$ cat src/rtl/alu_iter_if.sv
`default_nettype none
// ============================================================================
// Module      : alu_iter_if
// Description : Request/response bundle for the iterative ALU.
//               Request side : in_valid, in_ready, operand_a, operand_b, op
//               Response side: out_valid, out_ready, alu_result and flags
//               (zero_flag, positive_flag, carry_flag, signed_overflow,
//               illegal_op).
//               master = requester/consumer, slave = ALU.
// Revision    : 1.0 - initial release
// ============================================================================
interface alu_iter_if #(
  parameter int DATA_W = 8
);
  localparam int OP_W = 4;

  logic              in_valid;
  logic              in_ready;
  logic [DATA_W-1:0] operand_a;
  logic [DATA_W-1:0] operand_b;
  logic [OP_W-1:0]   op;
  logic              out_valid;
  logic              out_ready;
  logic [DATA_W-1:0] alu_result;
  logic              zero_flag;
  logic              positive_flag;
  logic              carry_flag;
  logic              signed_overflow;
  logic              illegal_op;

  modport master (
    output in_valid, operand_a, operand_b, op, out_ready,
    input  in_ready, out_valid, alu_result, zero_flag, positive_flag,
           carry_flag, signed_overflow, illegal_op
  );

  modport slave (
    input  in_valid, operand_a, operand_b, op, out_ready,
    output in_ready, out_valid, alu_result, zero_flag, positive_flag,
           carry_flag, signed_overflow, illegal_op
  );
endinterface
`default_nettype wire

$ cat src/rtl/alu_iter.sv
`default_nettype none
// ============================================================================
// Module      : alu_iter
// Description : Iterative ALU with valid/ready handshakes. Logic/arith ops
//               finish in one cycle, shifts step one bit per cycle, MUL is a
//               shift-add over DATA_W cycles. One operation in flight.
// Ports       : clk   - clock, rising edge
//               rst_n - asynchronous active-low reset
//               bus   - alu_iter_if.slave (request, response, result, flags)
// Revision    : 1.0 - initial release
// ============================================================================
module alu_iter #(
  parameter int DATA_W = 8
) (
  input  logic      clk,
  input  logic      rst_n,
  alu_iter_if.slave bus
);
  localparam int OP_W    = 4;
  localparam int SHAMT_W = $clog2(DATA_W);

  localparam logic [OP_W-1:0] c_OP_ADD = 4'b0000;
  localparam logic [OP_W-1:0] c_OP_SUB = 4'b0001;
  localparam logic [OP_W-1:0] c_OP_SHL = 4'b1000;
  localparam logic [OP_W-1:0] c_OP_SHR = 4'b1001;
  localparam logic [OP_W-1:0] c_OP_SAR = 4'b1010;
  localparam logic [OP_W-1:0] c_OP_MUL = 4'b1011;

  typedef enum logic [1:0] {
    S_IDLE = 2'd0,
    S_BUSY = 2'd1,
    S_DONE = 2'd2
  } state_t;

  state_t              r_state;
  state_t              w_state_nxt;
  logic [OP_W-1:0]     r_op;
  logic [DATA_W-1:0]   r_a;     // operand a / shift register
  logic [DATA_W-1:0]   r_hi;    // product high half
  logic [DATA_W-1:0]   r_lo;    // operand b, then multiplier / product low half
  logic                r_c;     // last bit shifted out
  logic [SHAMT_W-1:0]  r_cnt;   // remaining BUSY cycles before finishing

  logic [DATA_W-1:0]   r_result;
  logic                r_zero, r_pos, r_carry, r_ovf, r_ill;

  logic                w_accept;
  logic                w_is_shift;
  logic [DATA_W-1:0]   w_bx;
  logic [DATA_W:0]     w_addsum;
  logic [DATA_W:0]     w_mul_sum;
  logic [2*DATA_W-1:0] w_prod;
  logic [DATA_W-1:0]   w_res;
  logic                w_cf, w_ov, w_ill;

  assign w_accept   = bus.in_valid && (r_state == S_IDLE);
  assign w_is_shift = (bus.op == c_OP_SHL) || (bus.op == c_OP_SHR) || (bus.op == c_OP_SAR);

  // State register
  always_ff @(posedge clk or negedge rst_n) begin
    if (!rst_n) r_state <= S_IDLE;
    else        r_state <= w_state_nxt;
  end

  // Next state
  always_comb begin
    w_state_nxt = r_state;
    case (r_state)
      S_IDLE:  if (w_accept)       w_state_nxt = S_BUSY;
      S_BUSY:  if (r_cnt == '0)    w_state_nxt = S_DONE;
      S_DONE:  if (bus.out_ready)  w_state_nxt = S_IDLE;
      default:                     w_state_nxt = S_IDLE;
    endcase
  end

  // Result of the final BUSY cycle. For MUL the last multiplier bit is
  // folded in here, so the product completes in exactly DATA_W cycles.
  always_comb begin
    w_res     = '0;
    w_cf      = 1'b0;
    w_ov      = 1'b0;
    w_ill     = 1'b0;
    w_bx      = (r_op == c_OP_SUB) ? ~r_lo : r_lo;
    w_addsum  = {1'b0, r_a} + {1'b0, w_bx} + {{DATA_W{1'b0}}, (r_op == c_OP_SUB)};
    w_mul_sum = {1'b0, r_hi} + (r_lo[0] ? {1'b0, r_a} : '0);
    w_prod    = {w_mul_sum, r_lo[DATA_W-1:1]};
    case (r_op)
      c_OP_ADD, c_OP_SUB: begin
        w_res = w_addsum[DATA_W-1:0];
        w_cf  = w_addsum[DATA_W];
        w_ov  = (r_a[DATA_W-1] == w_bx[DATA_W-1]) &&
                (w_addsum[DATA_W-1] != r_a[DATA_W-1]);
      end
      4'b0010, 4'b0011: w_res = r_a & r_lo;
      4'b0100:          w_res = r_a | r_lo;
      4'b0101:          w_res = r_a ^ r_lo;
      4'b0110, 4'b0111: w_res = ~r_a;
      c_OP_SHL, c_OP_SHR, c_OP_SAR: begin
        w_res = r_a;
        w_cf  = r_c;
      end
      c_OP_MUL: begin
        w_res = w_prod[DATA_W-1:0];
        w_cf  = |w_prod[2*DATA_W-1:DATA_W];
        w_ov  = |w_prod[2*DATA_W-1:DATA_W];
      end
      default: w_ill = 1'b1;
    endcase
  end

  // Datapath and registered outputs
  always_ff @(posedge clk or negedge rst_n) begin
    if (!rst_n) begin
      r_op     <= '0;
      r_a      <= '0;
      r_hi     <= '0;
      r_lo     <= '0;
      r_c      <= 1'b0;
      r_cnt    <= '0;
      r_result <= '0;
      r_zero   <= 1'b1;
      r_pos    <= 1'b1;
      r_carry  <= 1'b0;
      r_ovf    <= 1'b0;
      r_ill    <= 1'b0;
    end else if (w_accept) begin
      r_op <= bus.op;
      r_a  <= bus.operand_a;
      r_lo <= bus.operand_b;
      r_hi <= '0;
      r_c  <= 1'b0;
      if (bus.op == c_OP_MUL) r_cnt <= SHAMT_W'(DATA_W - 1);
      else if (w_is_shift)    r_cnt <= bus.operand_b[SHAMT_W-1:0];
      else                    r_cnt <= '0;
    end else if (r_state == S_BUSY) begin
      if (r_cnt != '0) begin
        r_cnt <= r_cnt - 1'b1;
        case (r_op)
          c_OP_SHL: begin r_a <= {r_a[DATA_W-2:0], 1'b0};         r_c <= r_a[DATA_W-1]; end
          c_OP_SHR: begin r_a <= {1'b0, r_a[DATA_W-1:1]};         r_c <= r_a[0];        end
          c_OP_SAR: begin r_a <= {r_a[DATA_W-1], r_a[DATA_W-1:1]}; r_c <= r_a[0];       end
          c_OP_MUL: {r_hi, r_lo} <= w_prod;
          default: ;
        endcase
      end else begin
        r_result <= w_res;
        r_zero   <= (w_res == '0);
        r_pos    <= ~w_res[DATA_W-1];
        r_carry  <= w_cf;
        r_ovf    <= w_ov;
        r_ill    <= w_ill;
      end
    end
  end

  assign bus.in_ready        = (r_state == S_IDLE);
  assign bus.out_valid       = (r_state == S_DONE);
  assign bus.alu_result      = r_result;
  assign bus.zero_flag       = r_zero;
  assign bus.positive_flag   = r_pos;
  assign bus.carry_flag      = r_carry;
  assign bus.signed_overflow = r_ovf;
  assign bus.illegal_op      = r_ill;
endmodule
`default_nettype wire
$ cat src/flat_wrapper.sv
// flat-port wrapper written by rule: the top's interface ports become plain ports
module alu_iter_flat 
#(
  parameter int DATA_W = 8
)
  (clk, rst_n, bus_in_valid, bus_operand_a, bus_operand_b, bus_op, bus_out_ready, bus_in_ready, bus_out_valid, bus_alu_result, bus_zero_flag, bus_positive_flag, bus_carry_flag, bus_signed_overflow, bus_illegal_op);
  alu_iter_if #(.DATA_W(DATA_W)) bus_i ();
  input  logic clk;
  input  logic rst_n;
  input wire logic [$bits(bus_i.in_valid)-1:0] bus_in_valid;
  input wire logic [$bits(bus_i.operand_a)-1:0] bus_operand_a;
  input wire logic [$bits(bus_i.operand_b)-1:0] bus_operand_b;
  input wire logic [$bits(bus_i.op)-1:0] bus_op;
  input wire logic [$bits(bus_i.out_ready)-1:0] bus_out_ready;
  output wire logic [$bits(bus_i.in_ready)-1:0] bus_in_ready;
  output wire logic [$bits(bus_i.out_valid)-1:0] bus_out_valid;
  output wire logic [$bits(bus_i.alu_result)-1:0] bus_alu_result;
  output wire logic [$bits(bus_i.zero_flag)-1:0] bus_zero_flag;
  output wire logic [$bits(bus_i.positive_flag)-1:0] bus_positive_flag;
  output wire logic [$bits(bus_i.carry_flag)-1:0] bus_carry_flag;
  output wire logic [$bits(bus_i.signed_overflow)-1:0] bus_signed_overflow;
  output wire logic [$bits(bus_i.illegal_op)-1:0] bus_illegal_op;
  assign bus_i.in_valid = bus_in_valid;
  assign bus_i.operand_a = bus_operand_a;
  assign bus_i.operand_b = bus_operand_b;
  assign bus_i.op = bus_op;
  assign bus_i.out_ready = bus_out_ready;
  assign bus_in_ready = bus_i.in_ready;
  assign bus_out_valid = bus_i.out_valid;
  assign bus_alu_result = bus_i.alu_result;
  assign bus_zero_flag = bus_i.zero_flag;
  assign bus_positive_flag = bus_i.positive_flag;
  assign bus_carry_flag = bus_i.carry_flag;
  assign bus_signed_overflow = bus_i.signed_overflow;
  assign bus_illegal_op = bus_i.illegal_op;
  alu_iter #(.DATA_W(DATA_W)) u_core (.clk(clk), .rst_n(rst_n), .bus(bus_i));
endmodule
$ cat config.mk
export PLATFORM = sky130hd
export DESIGN_NAME = alu_iter_flat
export DESIGN_NICKNAME = d
export VERILOG_FILES = /design/src/rtl/alu_iter_if.sv /design/src/rtl/alu_iter.sv /design/src/flat_wrapper.sv
export SDC_FILE = /design/constraint.sdc
export NUM_CORES = 1
export LEC_CHECK = 0
export CORE_ASPECT_RATIO = 1.1
export CORE_UTILIZATION = 58
export CTS_CLUSTER_DIAMETER = 30
export DETAILED_ROUTE_END_ITERATION = 8
export PLACE_DENSITY = 0.86
export SYNTH_ARGS = -nofsm -noshare
export SYNTH_HDL_FRONTEND = slang
export SYNTH_SLANG_ARGS = --single-unit
$ cat constraint.sdc
create_clock -name clk -period 3.8 [get_ports clk]
set_input_delay 0.76 -clock clk [delete_from_list [all_inputs] [get_ports clk]]
set_output_delay 0.76 -clock clk [all_outputs]
set_load 0.005 [all_outputs]
Word level (Yosys, flattened, before mapping)
Cells that the tools add are included.
{"block": "word_totals", "reg_bits": 47, "word_cells": 109}
{"block": "classes", "n_addsub": 4, "muxes": 31, "n_reduce_logical": 29, "eq_ne": 23, "n_bitwise": 8}
{"cell": "two-way mux 8 bit", "count": 13}
{"cell": "one-hot mux 8 bit (7 select lines)", "count": 1}
{"cell": "== test 4 bit, second input constant", "count": 8}
{"cell": "one-hot mux 8 bit (3 select lines)", "count": 1}
{"cell": "== test 4 x 3 -> 1 bit, second input constant", "count": 4}
{"cell": "inverter 8 bit", "count": 2}
{"cell": "two-way mux 3 bit", "count": 5}
{"cell": "AND reduction 3 bit", "count": 5}
{"cell": "OR reduction 12 bit", "count": 1}
{"cell": "adder 8 x 8 -> 9 bit", "count": 1}
{"cell": "adder 8 x 9 -> 9 bit", "count": 1}
{"cell": "adder 9 x 1 -> 9 bit", "count": 1}
{"cell": "nonzero test 3 bit", "count": 3}
{"cell": "bitwise AND 8 bit", "count": 1}
{"cell": "== test 4 x 2 -> 1 bit, second input constant", "count": 2}
{"cell": "logical NOT 8 bit", "count": 1}
{"cell": "bitwise OR 8 bit", "count": 1}
{"cell": "OR reduction 2 bit", "count": 4}
{"cell": "OR reduction 8 bit", "count": 1}
{"cell": "XOR 8 bit", "count": 1}
{"cell": "two-way mux 2 bit", "count": 3}
{"cell": "inequality test 2 x 1 -> 1 bit, second input constant", "count": 3}
{"cell": "one-hot mux 2 bit (3 select lines)", "count": 1}
{"cell": "nonzero test 2 bit", "count": 3}
{"cell": "other kinds (20)", "count": 28}

Depth between registers and ports, before layout
{"block": "logic_depth", "depth_word": 7, "mapped_depth": 12, "mapped_depth_nobuf": 11}

Least setup slack after synthesis
Ideal clock, no wire load.
{"block": "synth_path", "kind": "reg2reg", "from": "reg u_core.r_op[3]", "to": "reg u_core.r_zero (netlist: u_core.bus.zero_flag)", "path_slack_ns": 0.837, "arrival_time_ns": 2.883, "path_buffers": 2, "stages_incl_launch_ff": 13, "path_cell_list": "dfrtp_1 -> buf_6 -> or4b_4 -> buf_6 -> xnor2_1 -> fa_1 -> nand3_1 -> a21oi_1 -> a21oi_1 -> mux2_2 -> o221ai_1 -> nor2_1 -> a32o_1"}
{"block": "synth_between", "elab_chain_cells": 6, "elab_cells_between_ends": 21, "classes_between": "add/sub: 2; eq/ne: 11; mux: 2; reduce/logical: 6"}
{"element": "start: declaration", "line_no": "alu_iter.sv:37", "rtl": "logic [OP_W-1:0] r_op;"}
{"element": "start signal: assignment", "line_no": "alu_iter.sv:127", "rtl": "r_op <= bus.op;"}
{"element": "== test 4 x 1 -> 1 bit", "line_no": "alu_iter.sv:83, alu_iter.sv:84, alu_iter.sv:87"}
{"element": "two-way mux 8 bit", "line_no": "alu_iter.sv:83", "rtl": "w_bx = (r_op == c_OP_SUB) ? ~r_lo : r_lo;"}
{"element": "adder 8 x 8 -> 9 bit", "line_no": "alu_iter.sv:84", "rtl": "w_addsum = {1'b0, r_a} + {1'b0, w_bx} + {{DATA_W{1'b0}}, (r_op == c_OP_SUB)};"}
{"element": "adder 9 x 1 -> 9 bit", "line_no": "alu_iter.sv:84"}
{"element": "one-hot mux 8 bit (7 select lines) (*)", "line_no": "alu_iter.sv:87", "rtl": "case (r_op)"}
{"element": "logical NOT 8 bit (*)", "line_no": "alu_iter.sv:147", "rtl": "r_zero <= (w_res == '0);"}
{"element": "end signal: assignment", "line_no": "alu_iter.sv:147"}
{"element": "end: declaration", "line_no": "alu_iter.sv:45", "rtl": "logic r_zero, r_pos, r_carry, r_ovf, r_ill;"}
Mark *: on every way between the ends. The rest lies on a longest branch, timed or not.
A chain may end at the register's enable or synchronous reset.

Worst setup path in the final report
{"block": "layout_path", "from": "reg u_core.r_lo[0]", "to": "reg u_core.r_ovf (netlist: u_core.bus.signed_overflow)"}
{"block": "layout_between", "elab_chain_cells": 7, "elab_cells_between_ends": 10, "classes_between": "add/sub: 3; eq/ne: 1; mux: 3; bitwise: 1; reduce/logical: 2"}
{"element": "start: declaration", "line_no": "alu_iter.sv:40", "rtl": "logic [DATA_W-1:0] r_lo;"}
{"element": "start signal: assignment", "line_no": "alu_iter.sv:129", "rtl": "r_lo <= bus.operand_b;"}
{"element": "start signal: assignment", "line_no": "alu_iter.sv:142", "rtl": "c_OP_MUL: {r_hi, r_lo} <= w_prod;"}
{"element": "inverter 8 bit", "line_no": "alu_iter.sv:83"}
{"element": "two-way mux 8 bit", "line_no": "alu_iter.sv:83"}
{"element": "adder 8 x 8 -> 9 bit", "line_no": "alu_iter.sv:84"}
{"element": "adder 9 x 1 -> 9 bit", "line_no": "alu_iter.sv:84"}
{"element": "inequality test 1 bit", "line_no": "alu_iter.sv:92", "rtl": "(w_addsum[DATA_W-1] != r_a[DATA_W-1]);"}
{"element": "logical AND 1 bit", "line_no": "alu_iter.sv:91", "rtl": "w_ov = (r_a[DATA_W-1] == w_bx[DATA_W-1]) &&"}
{"element": "one-hot mux 1 bit (2 select lines) (*)", "line_no": "alu_iter.sv:87"}
{"element": "end signal: assignment", "line_no": "alu_iter.sv:150", "rtl": "r_ovf <= w_ov;"}
{"element": "end: declaration", "line_no": "alu_iter.sv:45"}
Marked as above.

==> flow_summary.ini <==
[outcome]
status = completed

[yosys]
synth.area.top_cells = dfrtp_1 31%, ha_1 11%, nand2_1 6.3%
netlist_instances = 453
avgSynthCellArea_um2 = 8.129
ys.flop_type = dfrtp_1
yosysMostFrequentCell = nand2_1
yosysUniqueCellTypes = 61
ys_ff_latch = 47
synth_edf_count = 0
yosys.area.top_type = dfrtp_1
synth_top_area_share_pct = 30.58
ys_seq_area_share_pct = 32.01
mappedNetlistNets = 512
async_flop_share_pct = 100.0
yosysWarnings = 0
syn-cell-area_um2 = 3682
yosys-top-cells-count = 62 x nand2_1, 45 x dfrtp_1, 45 x nor2_1

[grt]
grt_overflow = 0
grt_pass1_vias = 3362
track_usage_pct = 31.54
grt_pass1_wl_um = 16420
grt_max_degree = 48
grt_antenna_before_repair = 0

[final_layout]
drive_gt1_share_pct = 5.579
syn_to_final_growth_pct = 14.85
antenna_cells = 0
final_util_pct = 68.70
nets = 542

[timing]
finalHoldViolations = 0
setup_viol = 0
worst_pin_slew_ns = 1.073
slew_violations = 0
post-route-period-util_pct = 84.06
holdWs_ns = 0.4877
rsz0062_at_grt = no
min_period_ns = 3.194
setup_slack_ns = 0.6057
fin_skew_ns = 0.006048
fin_tns_setup_ns = 0
relSlewSlack_pct = 28.47
max_freq_mhz = 313.1

[clocking]
cts.sinks = 47
cts_resized = 0
clockRootBuffer = clkbuf_8
cts_tree = done
ctsHoldBuffers = 0
cts-buffers-inserted = 5
insertion_delay_ns = 0.31
clkTransAtPathRegs_ns = 0.10
postCtsSetupRepairBufs = 0
cts_max_level = 2
cts.path.max_buffers = 2

[setup_path]
start_kind = flip-flop
cp.required_ns = 3.96
slowest_stage = o31ai_1
arrival_ns = 3.35
worst_setup_path_end_kind = flip-flop
cp_max_fo = 8
path_class = reg -> reg
max_stage_delay_ns = 0.55
cp_cell_sequence = clkinv_1 > nor2_1 > ha_1 > nor2b_1 > o2111ai_1 > nand3b_1 > xnor2_1 > nand4_1 > o31ai_1 > a31oi_1
path_buf_inv = 1
cp_top_family = compound AO/OA/AOI/OAI gates

[drt]
first_pass_iters = 5
routedWlPerCell_um = 17.53
drt_iter0_drc = 222
vias_per_cell = 6.105
ant_nets = 0
drc_errors = 0
num_vias = 3443
wl_um = 9889

[placed_design]
place.gp.congestion = 0.9191
dp_hpwl_um = 7401
io_buffer_count = 38
pre_cts_ws_ns = 0.6815

[die]
rows = 30
core_area_um2 = 6156
initial_utilization_pct = 59.82
ios = 39
die_w_um = 77.97
die_h_um = 85.57
fp.dieArea_um2 = 6672

[pwr]
p_per_area_nw_per_um2 = 916.5
leakage_uw = 0.001892
power_uw = 3876
vdd_drop_max_uv = 403.8

[worst_hold_path]
hold_path_class = reg -> reg

[flow_run]
cap_viol_max_count = 0
-- per-layer routing --
| metal | vias to the layer above | track usage [%] | share of wire (%) |
|---|---|---|---|
| li1 | 1665 | - | - |
| met1 | 1619 | 40.99 | 43 |
| met2 | 137 | 52.70 | 48 |
| met3 | 22 | 4.787 | 5.5 |
| met4 | 0 | 13.13 | 3.0 |
| met5 | - | 0 | 0 |
-- kinds of logic after synthesis --
logic type	after synthesis	share of synthesized area, %
AND/OR/NAND/NOR	166	21.41
buffers and inverters	48	5.369
multiplexers	6	1.767
adder cells (fa/ha/maj)	35	12.30
XOR/XNOR	20	4.757
flip-flops	47	32.01
AO/OA/AOI/OAI	131	22.39
-- worst reg2reg max path: cells and delay by family, from the launching register on --
kind	cells	cell delay, ns
flops	1	0.51
compound gates	3	1.01
xor+xnor	1	0.26
simple gates	4	0.64
fa+ha+maj	1	0.29
buf+inv	1	0.32
-- cells in the final DEF (no fill, tap or decap), types with 13 or more instances in the layout --
cell,count
inv_1,24
o21ai_0,33
nor2_1,45
a21oi_1,36
nand2_1,62
ha_1,33
nand3_1,13
dfrtp_1,45
xnor2_1,14
clkdlybuf4s50_1,37
-- where the power goes --
group / switching (uW) / internal [uW]
sequential: 226 / 713
clock: 196 / 199
combinational: 1470 / 1080
-- stage by stage --
stage / cells / instance area, um^2
after global placement: 556 / 4114
after detailed placement: 556 / 4114
after CTS: 564 / 4229
after floorplan: 453 / 3682
after global routing: 564 / 4229
final: 564 / 4229
-- path summary, 6_finish.rpt --
kind	cells after the start	endpoint	startpoint	slack (ns)
max	10	u_core.bus.signed_overflow$_DFFE_PN0P_	u_core.r_lo[0]$_DFFE_PN0P_	0.61
min	2	u_core.bus.alu_result[0]$_DFFE_PN0P_	u_core.bus.alu_result[0]$_DFFE_PN0P_	0.49
max reg2reg	10	u_core.bus.signed_overflow$_DFFE_PN0P_	u_core.r_lo[0]$_DFFE_PN0P_	0.61
min reg2reg	2	u_core.bus.alu_result[0]$_DFFE_PN0P_	u_core.bus.alu_result[0]$_DFFE_PN0P_	0.49
max in group asynchronous	1	u_core.r_hi[3]$_DFFE_PN0P_	rst_n	2.51
min in group asynchronous	1	u_core.r_lo[0]$_DFFE_PN0P_	rst_n	0.64
-- flip-flops by register name, summed over array words and instances, names as in the netlist --
register and flops:
u_core.r_lo 8, u_core.r_state 2, u_core.bus.carry_flag 1, u_core.r_cnt 3
u_core.bus.illegal_op 1, u_core.bus.zero_flag 1, u_core.r_c 1, u_core.r_a 8
u_core.r_op 4, u_core.bus.alu_result 8, u_core.r_hi 8, u_core.bus.positive_flag 1
u_core.bus.signed_overflow 1
-- layout make-up --
class | count | area [um^2]
multi-input combinational | 358 | 2306
clock inverter | 3 | 46.29
timing repair buffer | 46 | 435.4
clock buffer | 5 | 68.82
tap | 80 | 100.1
fill | 535 | 1927
inverter | 25 | 93.84
sequential | 47 | 1179
No activity file was read; power rests on OpenSTA's default activity.
